===== config.mk =====
export PLATFORM = sky130hd
export DESIGN_NAME = router_output_arbiter_flat
export DESIGN_NICKNAME = d
export VERILOG_FILES = /design/src/rtl/router_output_arbiter_if.sv /design/src/rtl/router_output_arbiter.sv /design/src/flat_wrapper.sv
export SDC_FILE = /design/constraint.sdc
export NUM_CORES = 1
export LEC_CHECK = 0
export ABC_CLOCK_PERIOD_IN_PS = 6800
export CAP_MARGIN = 20
export CELL_PAD_IN_SITES_DETAIL_PLACEMENT = 0
export CELL_PAD_IN_SITES_GLOBAL_PLACEMENT = 1
export CORE_MARGIN = 1.5
export CORE_UTILIZATION = 26
export CTS_BUF_LIST = sky130_fd_sc_hd__clkbuf_16
export DETAILED_ROUTE_END_ITERATION = 8
export PLACE_DENSITY = 0.92
export SLEW_MARGIN = 20
export SYNTH_ARGS = -nofsm -noshare
export SYNTH_HDL_FRONTEND = slang
export SYNTH_SLANG_ARGS = --single-unit

===== constraint.sdc =====
create_clock -name clk -period 6.8 [get_ports clk]
set_clock_uncertainty 0.1 [all_clocks]
set_input_delay 1.02 -clock clk [delete_from_list [all_inputs] [get_ports clk]]
set_output_delay 1.02 -clock clk [all_outputs]
set_load 0.03 [all_outputs]

===== src/rtl/router_output_arbiter_if.sv =====
// Bundle between the router input ports, the output channel and the output arbiter.
interface router_output_arbiter_if #(
  parameter int NUM_PORTS  = 5,
  parameter int DATA_WIDTH = 64
);
  logic                            polarity;
  logic                            blocked;
  logic [NUM_PORTS-1:0]            req;
  logic [NUM_PORTS*DATA_WIDTH-1:0] data_in;
  logic [NUM_PORTS-1:0]            grant;
  logic                            out_valid;
  logic [DATA_WIDTH-1:0]           data_out;

  modport master (
    output polarity, blocked, req, data_in,
    input  grant, out_valid, data_out
  );

  modport slave (
    input  polarity, blocked, req, data_in,
    output grant, out_valid, data_out
  );
endinterface


===== src/rtl/router_output_arbiter.sv =====
// Round-robin output arbiter for one mesh-router output channel, with a separate
// fairness pointer per virtual channel and a one-cycle registered grant.
module router_output_arbiter #(
  parameter int NUM_PORTS  = 5,
  parameter int DATA_WIDTH = 64
) (
  input logic                    clk,
  input logic                    reset,
  router_output_arbiter_if.slave bus
);
  localparam int              PW   = (NUM_PORTS > 1) ? $clog2(NUM_PORTS) : 1;
  localparam logic [PW-1:0]   LAST = PW'(NUM_PORTS - 1);

  logic [NUM_PORTS-1:0][DATA_WIDTH-1:0] flit;
  logic [NUM_PORTS-1:0]                 elig;
  logic [NUM_PORTS-1:0]                 grant_q;
  logic                                 out_valid_q;
  logic [DATA_WIDTH-1:0]                data_q;
  logic [PW-1:0]                        ptr_vc1, ptr_vc0, ptr;
  logic [PW-1:0]                        idx, win, win_nxt;
  logic                                 found, take;

  // A port granted last cycle is masked so a still-held request is not regranted.
  for (genvar p = 0; p < NUM_PORTS; p++) begin : g_port
    assign flit[p] = bus.data_in[p*DATA_WIDTH +: DATA_WIDTH];
    assign elig[p] = bus.req[p] & (flit[p][DATA_WIDTH-1] == bus.polarity) & ~grant_q[p];
  end

  assign ptr = bus.polarity ? ptr_vc1 : ptr_vc0;

  always_comb begin
    found = 1'b0;
    win   = '0;
    idx   = '0;
    for (int k = 0; k < NUM_PORTS; k++) begin
      idx = PW'((int'(ptr) + k) % NUM_PORTS);
      if (!found && elig[idx]) begin
        found = 1'b1;
        win   = idx;
      end
    end
  end

  assign take    = found & ~bus.blocked;
  assign win_nxt = (win == LAST) ? '0 : win + 1'b1;

  always_ff @(posedge clk) begin
    if (reset) begin
      grant_q     <= '0;
      out_valid_q <= 1'b0;
      data_q      <= '0;
      ptr_vc1     <= '0;
      ptr_vc0     <= '0;
    end else begin
      grant_q     <= '0;
      out_valid_q <= 1'b0;
      data_q      <= '0;
      if (take) begin
        grant_q[win] <= 1'b1;
        out_valid_q  <= 1'b1;
        data_q       <= flit[win];
        if (bus.polarity) ptr_vc1 <= win_nxt;
        else              ptr_vc0 <= win_nxt;
      end
    end
  end

  assign bus.grant     = grant_q;
  assign bus.out_valid = out_valid_q;
  assign bus.data_out  = data_q;
endmodule

===== src/flat_wrapper.sv =====
// flat-port wrapper written by rule: the top's interface ports become plain ports
module router_output_arbiter_flat 
#(
  parameter int NUM_PORTS  = 5,
  parameter int DATA_WIDTH = 64
)
  (clk, reset, bus_polarity, bus_blocked, bus_req, bus_data_in, bus_grant, bus_out_valid, bus_data_out);
  router_output_arbiter_if #(.NUM_PORTS(NUM_PORTS), .DATA_WIDTH(DATA_WIDTH)) bus_i ();
  input logic clk;
  input logic reset;
  input wire logic [$bits(bus_i.polarity)-1:0] bus_polarity;
  input wire logic [$bits(bus_i.blocked)-1:0] bus_blocked;
  input wire logic [$bits(bus_i.req)-1:0] bus_req;
  input wire logic [$bits(bus_i.data_in)-1:0] bus_data_in;
  output wire logic [$bits(bus_i.grant)-1:0] bus_grant;
  output wire logic [$bits(bus_i.out_valid)-1:0] bus_out_valid;
  output wire logic [$bits(bus_i.data_out)-1:0] bus_data_out;
  assign bus_i.polarity = bus_polarity;
  assign bus_i.blocked = bus_blocked;
  assign bus_i.req = bus_req;
  assign bus_i.data_in = bus_data_in;
  assign bus_grant = bus_i.grant;
  assign bus_out_valid = bus_i.out_valid;
  assign bus_data_out = bus_i.data_out;
  router_output_arbiter #(.NUM_PORTS(NUM_PORTS), .DATA_WIDTH(DATA_WIDTH)) u_core (.clk(clk), .reset(reset), .bus(bus_i));
endmodule

Yosys cells after proc, flatten, opt, wreduce, memory -nomap -nowiden
Cells that the tools add are included.
- word-level logic and storage cells: 86
- bits in latches: 0
- output and inout bits: 70
- bits in read-only memories: 0
- memories kept: 0
- bits in registers: 76
- bits in writable memories: 0
- eq/ne operators: 6
- magnitude comparators: 7
- shift-type cells: 0
- multiply operators: 0
- reductions and logical operators: 12
- mux-type cells: 27
- bitwise gates (word level): 19
- div/mod/pow operators: 5
- $add $sub $neg: 5
- operators by type and width (cell ; count):
    64-bit binary-select mux with 3-bit select ; 1
    32-bit by 4-bit modulo with 32-bit output (second input constant) ; 4
    64-bit two-way mux ; 1
    4-bit by 4-bit modulo with 32-bit output (second input constant) ; 1
    3-bit by 4-bit < comparator with 1-bit output (second input constant) ; 6
    3-bit two-way mux ; 7
    1-bit binary-select mux with 3-bit select ; 5
    1-bit two-way mux ; 12
    1-bit bitwise AND ; 11
    3-bit by 2-bit adder with 4-bit output (second input constant) ; 2
    1-bit NOT ; 8
    1-bit equality test ; 5
    1-bit logical AND ; 5
    3-bit by 1-bit adder with 4-bit output (second input constant) ; 1
    3-bit by 3-bit adder with 4-bit output (second input constant) ; 1
    1-bit logical NOT ; 4
    2-bit AND reduction ; 2
    3-bit by 1-bit adder with 3-bit output (second input constant) ; 1
    1-bit demux with 3-bit select ; 1
    3-bit equality test (second input constant) ; 1
    3-bit by 1-bit >= comparator with 1-bit output (second input constant) ; 1
    2-bit OR reduction ; 1

Logic depth before layout (Yosys ltp)
Gate-level depths: netlist (run 1).
- depth after elaboration: 22
- depth in mapped cells: 25

Worst setup path before layout (run 1)
No wires, ideal clock.
- kind: input -> register
- start point: input port bus_polarity
- end point: register u_core.data_q[20] (netlist: u_core.bus.data_out[20])
- setup slack: 0.909 ns
- required time: 6.578 ns
- data arrival time: 5.669 ns
- stages on the path: 23
- cells stage by stage: buf_6 > mux2i_1 > ha_1 > clkbuf_1 > inv_1 > ha_1 > nor3_1 > mux2_2 > or3_1 > nand2_1 > ha_1 > nand2b_1 > o211ai_1 > and4_1 > a211o_1 > and4_1 > o31ai_4 > nand2_2 > inv_2 > buf_6 > buf_6 > mux2_4 > a221o_1
- longest elaborated chain between the ends: 21
- ends and longest elaborated chain (element ; line ; RTL):
    start, declared ; flat_wrapper.sv:11 ; input wire logic [$bits(bus_i.polarity)-1:0] bus_polarity;
    parallel branches: the longest is 21 deep, another holds 32-bit by 4-bit modulo with 32-bit output ; - ;
    end signal, assigned ; router_output_arbiter.sv:61 ; data_q <= flit[win];
    end, declared ; router_output_arbiter.sv:18 ; logic [DATA_WIDTH-1:0] data_q;
Parallel ways; which one is timed is not known. The select of a mux whose other input is x is not followed.
A chain may end at the register's enable or synchronous reset.

Final worst setup path (run 1)
- start point: input port bus_polarity
- end point: register u_core.data_q[12] (netlist: u_core.bus.data_out[12])
Same word-level chain as after synthesis.

==> results.yml, run 1 <==
synth:
  syn_avg_cell_area_sq_um: 8.56
  synth.net_count: 1079
  netlist_area_sq_um: 6250
  syn-instance-count: 730
  yosys_register_bits: 76
  dominantRegCellSynth: "sky130_fd_sc_hd__dfxtp_1"
  post_synth_xor_area_fraction: 0.0210
  compound_gate_fraction_of_synth_area: 0.337
  synth-adder-area-share: 0.0400
  combinational_family_with_the_most_area_after_synthesis: "compound AO/OA/AOI/OAI gates"
  synth-warning-count: 0
  number_of_different_library_cells_in_the_post_synthesis_netlist: 68
  dominant_cells_by_area_after_synthesis: "sky130_fd_sc_hd__dfxtp_1 (24%), sky130_fd_sc_hd__a221o_1 (10%), sky130_fd_sc_hd__mux2_2 (8.8%)"
  synth_sequential_area_ratio: 0.243
  post-synth-top-area-cell: "sky130_fd_sc_hd__dfxtp_1"
  synth.mux.area_fraction: 0.142
  post_synth_and_or_nand_nor_area_fraction: 0.149
  synth_edf_count: 0
  asyncSetResetFlopFracSynth: 0
  synth_largest_type_area_fraction: 0.243
route:
  routed_wl_per_cell_microns: 23.1
  met2_wirelength_from_detailed_routing_microns: 14400
  ant_nets: 0
  detail_route.drc_violations: 0
  drt_first_pass_iters: 5
  wl_met1_microns: 13500
  detailroute.wirelength.met3_microns: 4090
  postRouteWirelength_microns: 32900
  route.top_layer_used: "met5"
  drt-initial-drc-count: 639
  vias: 7766
  vias_per_cell: 5.47
clocking:
  cts_sinks: 76
  ctsHoldBuffers: 0
  tritoncts: "done"
  ctsRootBufferMaster: "sky130_fd_sc_hd__clkbuf_16"
  cts_setup_buffers: 0
  cts_inserted_buffers: 9
  worst_setup_hold_path_clk_slew_ps: 80
  worst_skew_pair.late_latency_ps: 350
  clockBufferDepth: 2
  htree_levels: 3
pwr:
  power.share.clock: 0.099
  worst_ir_drop_vdd_v: 0.000603
  pwr-share-seq: 0.120
  internal_power_w: 0.00245
  logic_gate_share_of_total_power: 0.781
  p_total_w: 0.00506
  p_per_area_nw_per_um2: 465
  leakage_nw: 3.95
  netSwitchingPower_w: 0.00260
  power.switching_fraction: 0.515
grt:
  global_route.usage.total: 0.250
  grt_pass1_wl_microns: 45800
  overflow: 0
  largest_net_degree_at_the_start_of_global_routing: 66
  antenna_found_initial: 2
  grt_pass1_vias: 7401
floorplan:
  die_width_microns: 158
  dieArea_sq_um: 25000
  floorplan.rows: 56
  coreArea_sq_um: 23500
  num_io_pins: 399
  start_util: 0.265
  floorplan.die.height_microns: 158
critical_path:
  cp-end-kind: "register"
  cp_max_fo: 65
  r2r_cells: 20
  crit-reg2reg-launch: "u_core.ptr_vc1[0]"
  setup.worst_path.start_class: "primary input"
  timing_worst_setup_path_type: "primary input to register"
  crit_path_start: "bus_polarity"
  timing.critical_path.required_ps: 7000
  worst-endpoint-arrival_ps: 6660
placement:
  numPortBuffers: 398
  dp.cells: 1404
  place.gp.congestion: 0.940
  detailedPlacementHpwl_microns: 25200
sta:
  hold_violations: 0
  timing.final.crit_share: 0.949
  unrepaired_setup_endpoints_after_global_routing: "false"
  tightest_slew_ps: 829
  post-route-min-period_ps: 6450
  final_max_slew_viol_count: 0
  worst_slew_margin_rel: 0.447
  setup_viol_count_final: 0
  holdWs_ps: 439
  max_freq_mhz: 155
run_status:
  outcome: "complete, no violations"
finish:
  fill_cells: 2273
  post-route-util: 0.462
  layout.nets: 1445
  multi_input_area_sq_um: 4330
  final_layout_size_suffix_gt1_frac: 0.114
  layout.area.seq_sq_um: 1520
  cell_count_final_fillers_out: 1421
  synthToLayoutAreaGrowth_pct: 74.1
worst_hold_path:
  hold_class: "register to register"
  min_path_cells: 2
  holdCritStartpoint: "u_core.ptr_vc0[1]"
job:
  drv_cap: 0
## critical path, cell delays in order
cell and delay, ps:
sky130_fd_sc_hd__clkdlybuf4s50_1 670, sky130_fd_sc_hd__mux2i_1 300, sky130_fd_sc_hd__ha_1 270, sky130_fd_sc_hd__xnor2_1 180, sky130_fd_sc_hd__inv_1 120, sky130_fd_sc_hd__ha_1 220, sky130_fd_sc_hd__nor3_1 80, sky130_fd_sc_hd__mux2_2 280
sky130_fd_sc_hd__o21ai_0 300, sky130_fd_sc_hd__nand2_1 140, sky130_fd_sc_hd__ha_1 250, sky130_fd_sc_hd__nand2b_1 110, sky130_fd_sc_hd__o211ai_1 170, sky130_fd_sc_hd__and4_1 260, sky130_fd_sc_hd__a211o_1 310, sky130_fd_sc_hd__and4_1 240
sky130_fd_sc_hd__o31ai_4 270, sky130_fd_sc_hd__buf_6 500, sky130_fd_sc_hd__nand3_1 220, sky130_fd_sc_hd__a211oi_1 520, sky130_fd_sc_hd__a221o_1 180
## logic make-up after synthesis
group / Yosys count
fa+ha+maj: 20
flops: 76
xor+xnor: 15
simple gates: 176
compound gates: 281
mux: 74
buf+inv: 88
## cells in the final DEF, fill, tap and decap left out, types with 3 or more instances in the layout
cell type / count
sky130_fd_sc_hd__clkdlybuf4s50_1: 398
sky130_fd_sc_hd__o21ai_0: 78
sky130_fd_sc_hd__dfxtp_1: 76
sky130_fd_sc_hd__nand3_1: 75
sky130_fd_sc_hd__a211oi_1: 72
sky130_fd_sc_hd__a221o_1: 63
sky130_fd_sc_hd__mux2_2: 49
sky130_fd_sc_hd__buf_4: 21
sky130_fd_sc_hd__ha_1: 20
sky130_fd_sc_hd__nor2_1: 19
sky130_fd_sc_hd__nand2_1: 18
sky130_fd_sc_hd__a21oi_1: 17
sky130_fd_sc_hd__nor3_1: 15
sky130_fd_sc_hd__inv_1: 12
sky130_fd_sc_hd__xnor2_1: 11
sky130_fd_sc_hd__o211ai_1: 11
sky130_fd_sc_hd__mux2_4: 10
sky130_fd_sc_hd__clkbuf_16: 9
sky130_fd_sc_hd__nand2b_1: 7
sky130_fd_sc_hd__mux2i_1: 6
sky130_fd_sc_hd__nor2b_1: 6
sky130_fd_sc_hd__and3_1: 6
sky130_fd_sc_hd__mux2_1: 6
sky130_fd_sc_hd__buf_12: 6
sky130_fd_sc_hd__nor3b_1: 5
sky130_fd_sc_hd__nand4_1: 5
sky130_fd_sc_hd__xor2_1: 4
sky130_fd_sc_hd__o21a_1: 4
sky130_fd_sc_hd__a21o_1: 4
sky130_fd_sc_hd__and2_1: 4
sky130_fd_sc_hd__inv_2: 3
sky130_fd_sc_hd__or3_1: 3
sky130_fd_sc_hd__and4_1: 3
sky130_fd_sc_hd__inv_6: 3
## power groups by stage
stage / logic, W / clock network (W) / registers [W]
2_1_floorplan: 0.00261 / 0 / 0.000736
5_1_grt: 0.00425 / 0.000526 / 0.000610
6_report: 0.00395 / 0.000501 / 0.000605
4_1_cts: 0.00394 / 0.000512 / 0.000604
3_3_place_gp: 0.00388 / 0 / 0.000614
3_5_place_dp: 0.00392 / 0 / 0.000610
## worst paths after layout
path / end / slack, ps
min reg2reg: u_core.ptr_vc0[1] / 440
max: u_core.bus.data_out[12] / 350
min: u_core.ptr_vc0[1] / 440
max reg2reg: u_core.bus.data_out[12] / 1330
## sequential cells by signal, summed over array words and instances (netlist names)
register,flops
u_core.bus.data_out,64
u_core.bus.grant,5
u_core.ptr_vc0,3
u_core.ptr_vc1,3
u_core.bus.out_valid,1
## through the flow
stage                     setup TNS [ps]  instance area [sq um]  setup WS, ps
after global placement                 0                  10600          87.8
after CTS                              0                  10900           332
after floorplan                        0                   6250           909
after global routing                   0                  10900          68.6
after detailed placement           -35.2                  10600         -35.2
final                                  0                  10900           346
## cell usage after synthesis, types with 5 or more instances
library cell and count:
sky130_fd_sc_hd__ha_1 20, sky130_fd_sc_hd__nor2b_1 6, sky130_fd_sc_hd__mux2_4 10, sky130_fd_sc_hd__buf_2 34
sky130_fd_sc_hd__nand4_1 5, sky130_fd_sc_hd__a221o_1 63, sky130_fd_sc_hd__nor3_1 15, sky130_fd_sc_hd__and3_1 6
sky130_fd_sc_hd__nand3_1 75, sky130_fd_sc_hd__o21ai_0 78, sky130_fd_sc_hd__o211ai_1 11, sky130_fd_sc_hd__nor3b_1 5
sky130_fd_sc_hd__xnor2_1 11, sky130_fd_sc_hd__nor2_1 20, sky130_fd_sc_hd__nand2b_1 8, sky130_fd_sc_hd__clkbuf_1 29
sky130_fd_sc_hd__mux2_1 6, sky130_fd_sc_hd__a21oi_1 17, sky130_fd_sc_hd__mux2_2 49, sky130_fd_sc_hd__buf_6 6
sky130_fd_sc_hd__mux2i_1 6, sky130_fd_sc_hd__dfxtp_1 76, sky130_fd_sc_hd__inv_1 12, sky130_fd_sc_hd__a211oi_1 72
sky130_fd_sc_hd__nand2_1 18
## final cells by class
| type | instances | share of cell area |
|---|---|---|
| multi-input combinational | 566 | 0.398 |
| timing repair buffer | 426 | 0.393 |
| sequential | 76 | 0.140 |
| tap | 319 | 0.0367 |
| clock buffer | 9 | 0.0207 |
| inverter | 17 | 0.00621 |
| clock inverter | 7 | 0.00598 |
| antenna | 1 | 0.000230 |
## per-layer routing
| metal | global-route usage | vias up |
|---|---|---|
| met5 | 0.0373 | - |
| met2 | 0.375 | 483 |
| met3 | 0.0964 | 53 |
| met4 | 0.0841 | 4 |
| li1 | - | 3595 |
| met1 | 0.322 | 3631 |
## timing repair
item	in CTS	in global routing
endpoints found under the hold margin	0	0
gates resized for setup	0	1
setup endpoints to repair	0	2
Note: power is estimated with default switching activity, not from simulation.
==> run 2, diff against run 1 <==
--- a/config.mk
+++ b/config.mk
@@ -5,15 +5,15 @@
 export SDC_FILE = /design/constraint.sdc
 export NUM_CORES = 1
 export LEC_CHECK = 0
-export ABC_CLOCK_PERIOD_IN_PS = 6800
+export ABC_CLOCK_PERIOD_IN_PS = 5800
 export CAP_MARGIN = 20
 export CELL_PAD_IN_SITES_DETAIL_PLACEMENT = 0
 export CELL_PAD_IN_SITES_GLOBAL_PLACEMENT = 1
 export CORE_MARGIN = 1.5
-export CORE_UTILIZATION = 26
+export CORE_UTILIZATION = 23
 export CTS_BUF_LIST = sky130_fd_sc_hd__clkbuf_16
 export DETAILED_ROUTE_END_ITERATION = 8
-export PLACE_DENSITY = 0.92
+export PLACE_DENSITY = 0.87
 export SLEW_MARGIN = 20
 export SYNTH_ARGS = -nofsm -noshare
 export SYNTH_HDL_FRONTEND = slang
==> constraint.sdc (replaced) <==
create_clock -name clk -period 5.8 [get_ports clk]
set_clock_uncertainty 0.1 [all_clocks]
set_input_delay 0.87 -clock clk [delete_from_list [all_inputs] [get_ports clk]]
set_output_delay 0.87 -clock clk [all_outputs]
set_load 0.03 [all_outputs]
==> run 2 against run 1 <==
Net effect:
- combinational power up 37%
- non-clock buffer count up 63
- setup slack better by 66 ps
- hold slack better by 3.2 ps
- first-iteration DRC count down 3.9%
- final cell count up 6.0%
- utilization down 3.2 points
- routed wire length up 0.99%
- clock power up 22%
- total power up 33%
- highest routed layer is now met4
==> results.yml, run 2 (synthesized netlist as in run 1, its figures left out) <==
placement:
  pre_cts_slack_ps: -314
  placement.cell_area_sq_um: 11200
  place.gp.congestion: 0.892
  numPortBuffers: 398
  detailedPlacementHpwl_microns: 25900
sta:
  post-route-min-period_ps: 5390
  tightest_slew_ps: 524
  setup-tns-final_ps: 0
  unrepaired_setup_endpoints_after_global_routing: "false"
  timing.final.crit_share: 0.929
  final_max_slew_viol_count: 0
  worst_slack_ps: 413
  hold_violations: 0
  setup_viol_count_final: 0
  max_freq_mhz: 186
  holdWs_ps: 442
  worst_slew_margin_rel: 0.650
critical_path:
  delay_of_the_slowest_cell_on_the_worst_path_ps: 350
  worst-endpoint-arrival_ps: 5510
  timing.critical_path.max_delay_family: "simple AND/OR/NAND/NOR gates"
  timing.critical_path.slowest_stage_cell: "sky130_fd_sc_hd__a221o_1"
  setup.worst_path.start_class: "primary input"
  cp-end-kind: "register"
  crit_chain: "dlymetal6s2s_1 -> buf_4 -> mux2i_4 -> inv_4 -> xnor2_1 -> inv_1 -> ha_1 -> nor3b_1 -> mux2_2 -> or3_1 -> nand2_1 -> ha_1 -> nand2b_1 -> o211ai_1 -> and4_1 -> a211o_1 -> and4_1 -> o31ai_4 -> nand2_2 -> clkinv_2 -> buf_12 -> buf_4 -> mux2_2 -> a221o_1"
  buffers_inverters_on_critical_path: 7
  cp_max_fo: 14
  timing.critical_path.required_ps: 5920
  timing_worst_setup_path_type: "primary input to register"
clocking:
  tritoncts: "done"
  worst_skew_pair.late_latency_ps: 350
  ctsHoldBuffers: 0
  ctsRootBufferMaster: "sky130_fd_sc_hd__clkbuf_16"
  cts_sinks: 76
  htree_levels: 3
  worst_setup_hold_path_clk_slew_ps: 70
  clockBufferDepth: 2
  cts_inserted_buffers: 9
finish:
  largest_reg_flops: 64
  multi_input_area_sq_um: 4330
  layout.nets: 1508
  final_common_cell: "sky130_fd_sc_hd__clkdlybuf4s50_1"
  layout.area.seq_sq_um: 1520
  fill_cells: 2627
  final_design_area_no_fill_sq_um: 11500
  synthToLayoutAreaGrowth_pct: 84.5
  final_layout_size_suffix_gt1_frac: 0.162
  most-common-layout-cells: "sky130_fd_sc_hd__clkdlybuf4s50_1 (397), sky130_fd_sc_hd__o21ai_0 (78), sky130_fd_sc_hd__dfxtp_1 (76)"
  post-route-util: 0.430
pwr:
  p_per_area_nw_per_um2: 582
  leakage_nw: 4.33
  worst_ir_drop_vdd_v: 0.000583
floorplan:
  dieArea_sq_um: 28200
  start_util: 0.233
  floorplan.rows: 60
  die_width_microns: 168
  floorplan.die.height_microns: 168
  num_io_pins: 399
  coreArea_sq_um: 26800
run_status:
  outcome: "complete, no violations"
route:
  routed_wl_per_cell_microns: 22.0
  ant_nets: 0
  vias: 7935
  postRouteWirelength_microns: 33200
  detail_route.drc_violations: 0
  vias_per_cell: 5.27
  drt_first_pass_iters: 5
  drt-initial-drc-count: 614
grt:
  grt_pass1_vias: 7857
  grt_pass1_wl_microns: 48000
  antenna_found_initial: 1
  overflow: 0
  global_route.usage.total: 0.226
  largest_net_degree_at_the_start_of_global_routing: 51
worst_hold_path:
  hold_class: "register to register"
job:
  drv_cap: 0
## run 2: cell count changes in the layout (fill, tap and decap cells not counted), sizes merged
cell,delta
bufinv,+1
clkdlybuf4s50,-1
dlymetal6s2s,+1
clkinv,+3
buf,+63
inv,-4
## run 2: final timing paths
kind / end / cells past startpoint / slack (ps) / startpoint
min: u_core.ptr_vc0[1] / 2 / 440 / u_core.ptr_vc0[1]
min reg2reg: u_core.ptr_vc0[1] / 2 / 440 / u_core.ptr_vc0[1]
max reg2reg: u_core.bus.data_out[6] / 22 / 860 / u_core.ptr_vc1[0]
max: u_core.bus.data_out[6] / 24 / 410 / bus_polarity
## run 2: final cells by class
cell class | instances | area share
sequential | 76 | 0.132
multi-input combinational | 566 | 0.376
tap | 341 | 0.0370
antenna | 1 | 0.000217
inverter | 17 | 0.00586
clock buffer | 9 | 0.0195
clock inverter | 7 | 0.00662
timing repair buffer | 489 | 0.423
## run 2: layer usage
layer,GRT usage,share of wire,up-vias
met5,0,0,-
met2,0.354,0.44,395
li1,-,-,3722
met1,0.291,0.43,3763
met4,0.0678,0.026,0
met3,0.0802,0.099,55
## run 2: what timing repair did
action,4_1_cts,5_1_grt
gates resized for setup,0,1
endpoints found under the hold margin,0,0
setup endpoints to repair,0,69
buffers inserted,0,3
## run 2: through the flow
step / total power [W] / instances
6_report: 0.00672 / 1506
5_1_grt: 0.00714 / 1506
4_1_cts: 0.00669 / 1502
3_5_place_dp: 0.00605 / 1486
3_3_place_gp: 0.00599 / 1486
2_1_floorplan: 0.00392 / 730
## run 2: where the power goes
| group | total [W] | internal [W] | switching (W) |
|---|---|---|---|
| Combinational | 0.00541 | 0.00248 | 0.00293 |
| Clock | 0.000610 | 0.000337 | 0.000273 |
| Sequential | 0.000696 | 0.000645 | 0.0000509 |
| Total | 0.00672 | 0.00346 | 0.00325 |
## run 2: worst min-delay path: cells and delay by family (launching register included)
family | cells | cell delay [ps]
muxes | 1 | 80
and+or+nand+nor | 1 | 80
DFF | 1 | 350
==> run 3, diff against run 2 <==
--- a/config.mk
+++ b/config.mk
@@ -5,15 +5,14 @@
 export SDC_FILE = /design/constraint.sdc
 export NUM_CORES = 1
 export LEC_CHECK = 0
-export ABC_CLOCK_PERIOD_IN_PS = 5800
 export CAP_MARGIN = 20
 export CELL_PAD_IN_SITES_DETAIL_PLACEMENT = 0
 export CELL_PAD_IN_SITES_GLOBAL_PLACEMENT = 1
 export CORE_MARGIN = 1.5
-export CORE_UTILIZATION = 23
+export CORE_UTILIZATION = 26
 export CTS_BUF_LIST = sky130_fd_sc_hd__clkbuf_16
 export DETAILED_ROUTE_END_ITERATION = 8
-export PLACE_DENSITY = 0.87
+export PLACE_DENSITY = 0.92
 export SLEW_MARGIN = 20
 export SYNTH_ARGS = -nofsm -noshare
 export SYNTH_HDL_FRONTEND = slang
==> constraint.sdc (replaced) <==
create_clock -name clk -period 5.2 [get_ports clk]
set_clock_uncertainty 0.1 [all_clocks]
set_input_delay 0.78 -clock clk [delete_from_list [all_inputs] [get_ports clk]]
set_output_delay 0.78 -clock clk [all_outputs]
set_load 0.03 [all_outputs]
==> run 3 against run 2 <==
Net effect:
- final area up 4.9%
- clock power up 3.8%
- critical path depth rose by 3
- count of clock-buffer cells in the layout did not move
- final cell count up 1.5%
- flip-flop and latch count stayed put
- first-iteration DRC count is 2.3% lower
- register-to-register slack got worse by 410 ps
- setup slack got worse by 210 ps
- largest power group unchanged
- critical path type unchanged
- global-route usage grew 3.5 points
==> results.yml, run 3 (synthesized netlist as in run 1, its figures left out) <==
clocking:
  ctsRootBufferMaster: "sky130_fd_sc_hd__clkbuf_16"
  worst_skew_pair.late_latency_ps: 340
  tritoncts: "done"
  clockBufferDepth: 2
  cts_sinks: 76
  cts_inserted_buffers: 9
  htree_levels: 3
  worst_setup_hold_path_clk_slew_ps: 70
  ctsHoldBuffers: 0
floorplan:
  die_width_microns: 158
  floorplan.rows: 56
  num_io_pins: 399
  floorplan.die.height_microns: 158
  start_util: 0.265
  dieArea_sq_um: 25000
  coreArea_sq_um: 23500
sta:
  setup-tns-final_ps: 0
  final_max_slew_viol_count: 0
  worst_slew_margin_rel: 0.614
  tightest_slew_ps: 577
  timing.final.crit_share: 0.960
  post-route-min-period_ps: 4990
  max_freq_mhz: 200
  setup_viol_count_final: 0
  unrepaired_setup_endpoints_after_global_routing: "false"
  hold_violations: 0
critical_path:
  crit_path_frequent_cell: "sky130_fd_sc_hd__buf_4"
  r2r_cells: 24
  regToRegSetupSlack_ps: 450
  timing_worst_setup_path_type: "primary input to register"
  cp-end-kind: "register"
  cp_max_fo: 21
  setup.worst_path.start_class: "primary input"
  timing.critical_path.max_delay_family: "compound AO/OA/AOI/OAI gates"
  delay_of_the_slowest_cell_on_the_worst_path_ps: 390
  timing.critical_path.required_ps: 5370
  regToRegEndpoint: "u_core.bus.data_out[7]"
  crit-reg2reg-launch: "u_core.ptr_vc1[0]"
  worst-endpoint-arrival_ps: 5160
  timing.critical_path.slowest_stage_cell: "sky130_fd_sc_hd__or3_4"
  buffers_inverters_on_critical_path: 10
route:
  postRouteWirelength_microns: 34400
  vias_per_cell: 5.30
  detail_route.drc_violations: 0
  ant_nets: 0
  routed_wl_per_cell_microns: 22.5
  drt-initial-drc-count: 600
  vias: 8104
  drt_first_pass_iters: 5
pwr:
  leakage_nw: 4.59
  p_per_area_nw_per_um2: 697
  p_total_w: 0.00843
  worst_ir_drop_vdd_v: 0.000396
placement:
  placement.cell_area_sq_um: 11400
  numPortBuffers: 398
  detailedPlacementHpwl_microns: 26500
  place.gp.congestion: 0.908
finish:
  final_layout_size_suffix_gt1_frac: 0.213
  largest_reg_flops: 64
  final_design_area_no_fill_sq_um: 12100
  layout.nets: 1553
  final_common_cell: "sky130_fd_sc_hd__clkdlybuf4s50_1"
  antenna_cells: 0
  synthToLayoutAreaGrowth_pct: 93.6
  fill_cells: 2178
  most-common-layout-cells: "sky130_fd_sc_hd__clkdlybuf4s50_1 (397), sky130_fd_sc_hd__buf_4 (109), sky130_fd_sc_hd__dfxtp_1 (76)"
grt:
  grt_pass1_vias: 8033
  grt_pass1_wl_microns: 48100
  global_route.usage.total: 0.262
  antenna_found_initial: 1
  largest_net_degree_at_the_start_of_global_routing: 32
  overflow: 0
run_status:
  outcome: "complete, no violations"
worst_hold_path:
  whs_endpoint: "u_core.ptr_vc0[0]"
  hold_class: "register to register"
  min_path_cells: 2
  holdCritStartpoint: "u_core.ptr_vc0[0]"
job:
  drv_cap: 0
run 3: how the worst max path moves through the flow:
stage	start	endpoint	slack, ps	cells past startpoint
4_1_cts	bus_polarity	u_core.bus.data_out[37]	80	24
3_3_place_gp	bus_polarity	u_core.bus.data_out[63]	-670	23
2_1_floorplan	bus_polarity	u_core.bus.data_out[20]	0.2	23
3_5_place_dp	bus_polarity	u_core.bus.data_out[63]	-760	23
6_report	bus_polarity	u_core.bus.data_out[7]	210	27
5_1_grt	bus_polarity	u_core.bus.data_out[7]	10	26
run 3: worst reg2reg max path, stage by stage, from the launching register on:
cell and delay, ps:
sky130_fd_sc_hd__dfxtp_1 480, sky130_fd_sc_hd__mux2i_4 150, sky130_fd_sc_hd__ha_4 190, sky130_fd_sc_hd__xnor2_2 130, sky130_fd_sc_hd__inv_2 80, sky130_fd_sc_hd__ha_4 150
sky130_fd_sc_hd__nor3_1 50, sky130_fd_sc_hd__mux2_4 290, sky130_fd_sc_hd__or3_4 390, sky130_fd_sc_hd__nand2_4 90, sky130_fd_sc_hd__ha_2 150, sky130_fd_sc_hd__nand2b_4 110
sky130_fd_sc_hd__o211ai_1 130, sky130_fd_sc_hd__and4_1 200, sky130_fd_sc_hd__a211o_1 260, sky130_fd_sc_hd__buf_4 140, sky130_fd_sc_hd__buf_4 130, sky130_fd_sc_hd__a21o_1 190
sky130_fd_sc_hd__nand4_1 100, sky130_fd_sc_hd__o211a_1 230, sky130_fd_sc_hd__inv_2 80, sky130_fd_sc_hd__buf_12 160, sky130_fd_sc_hd__buf_4 190, sky130_fd_sc_hd__a211oi_1 260
sky130_fd_sc_hd__a221o_1 220
run 3: cell type report:
type	count	area, sq um	share of cell area
Tap cell	319	399	0.0330
Clock inverter	7	57.6	0.00476
Sequential cell	76	1520	0.126
Inverter	17	81.3	0.00672
Multi-Input combinational cell	566	4490	0.371
Timing Repair Buffer	534	5330	0.440
Clock buffer	9	225	0.0186
run 3: stage by stage:
step            util  cells  setup slack (ps)  hold slack, ps
2_1_floorplan      -    730             0.223             412
3_3_place_gp   0.483   1491              -667             438
3_5_place_dp   0.483   1491              -761             452
4_1_cts        0.513   1528              80.0             470
5_1_grt        0.514   1528              9.61             483
6_report       0.514   1528               207             461
run 3: report_power, final:
part / total, W / switching [W] / internal [W]
sequential: 0.000785 / 0.0000650 / 0.000720
clock: 0.000633 / 0.000302 / 0.000331
combinational: 0.00701 / 0.00359 / 0.00342
total: 0.00843 / 0.00396 / 0.00447
run 3: per-layer routing:
layer  track usage  vias to the layer above  share of wire
met4        0.0712                        2          0.021
met5             0                        -        0.00041
met2         0.422                      410           0.46
met3        0.0903                       55           0.10
met1         0.331                     3820           0.42
li1              -                     3817              -
run 3: timing repair:
action                     CTS  global route
cloned                       5             0
setup buffers               16             2
setup endpoints to repair   70            70
gates resized for setup     29            18
pin swaps                   18             4
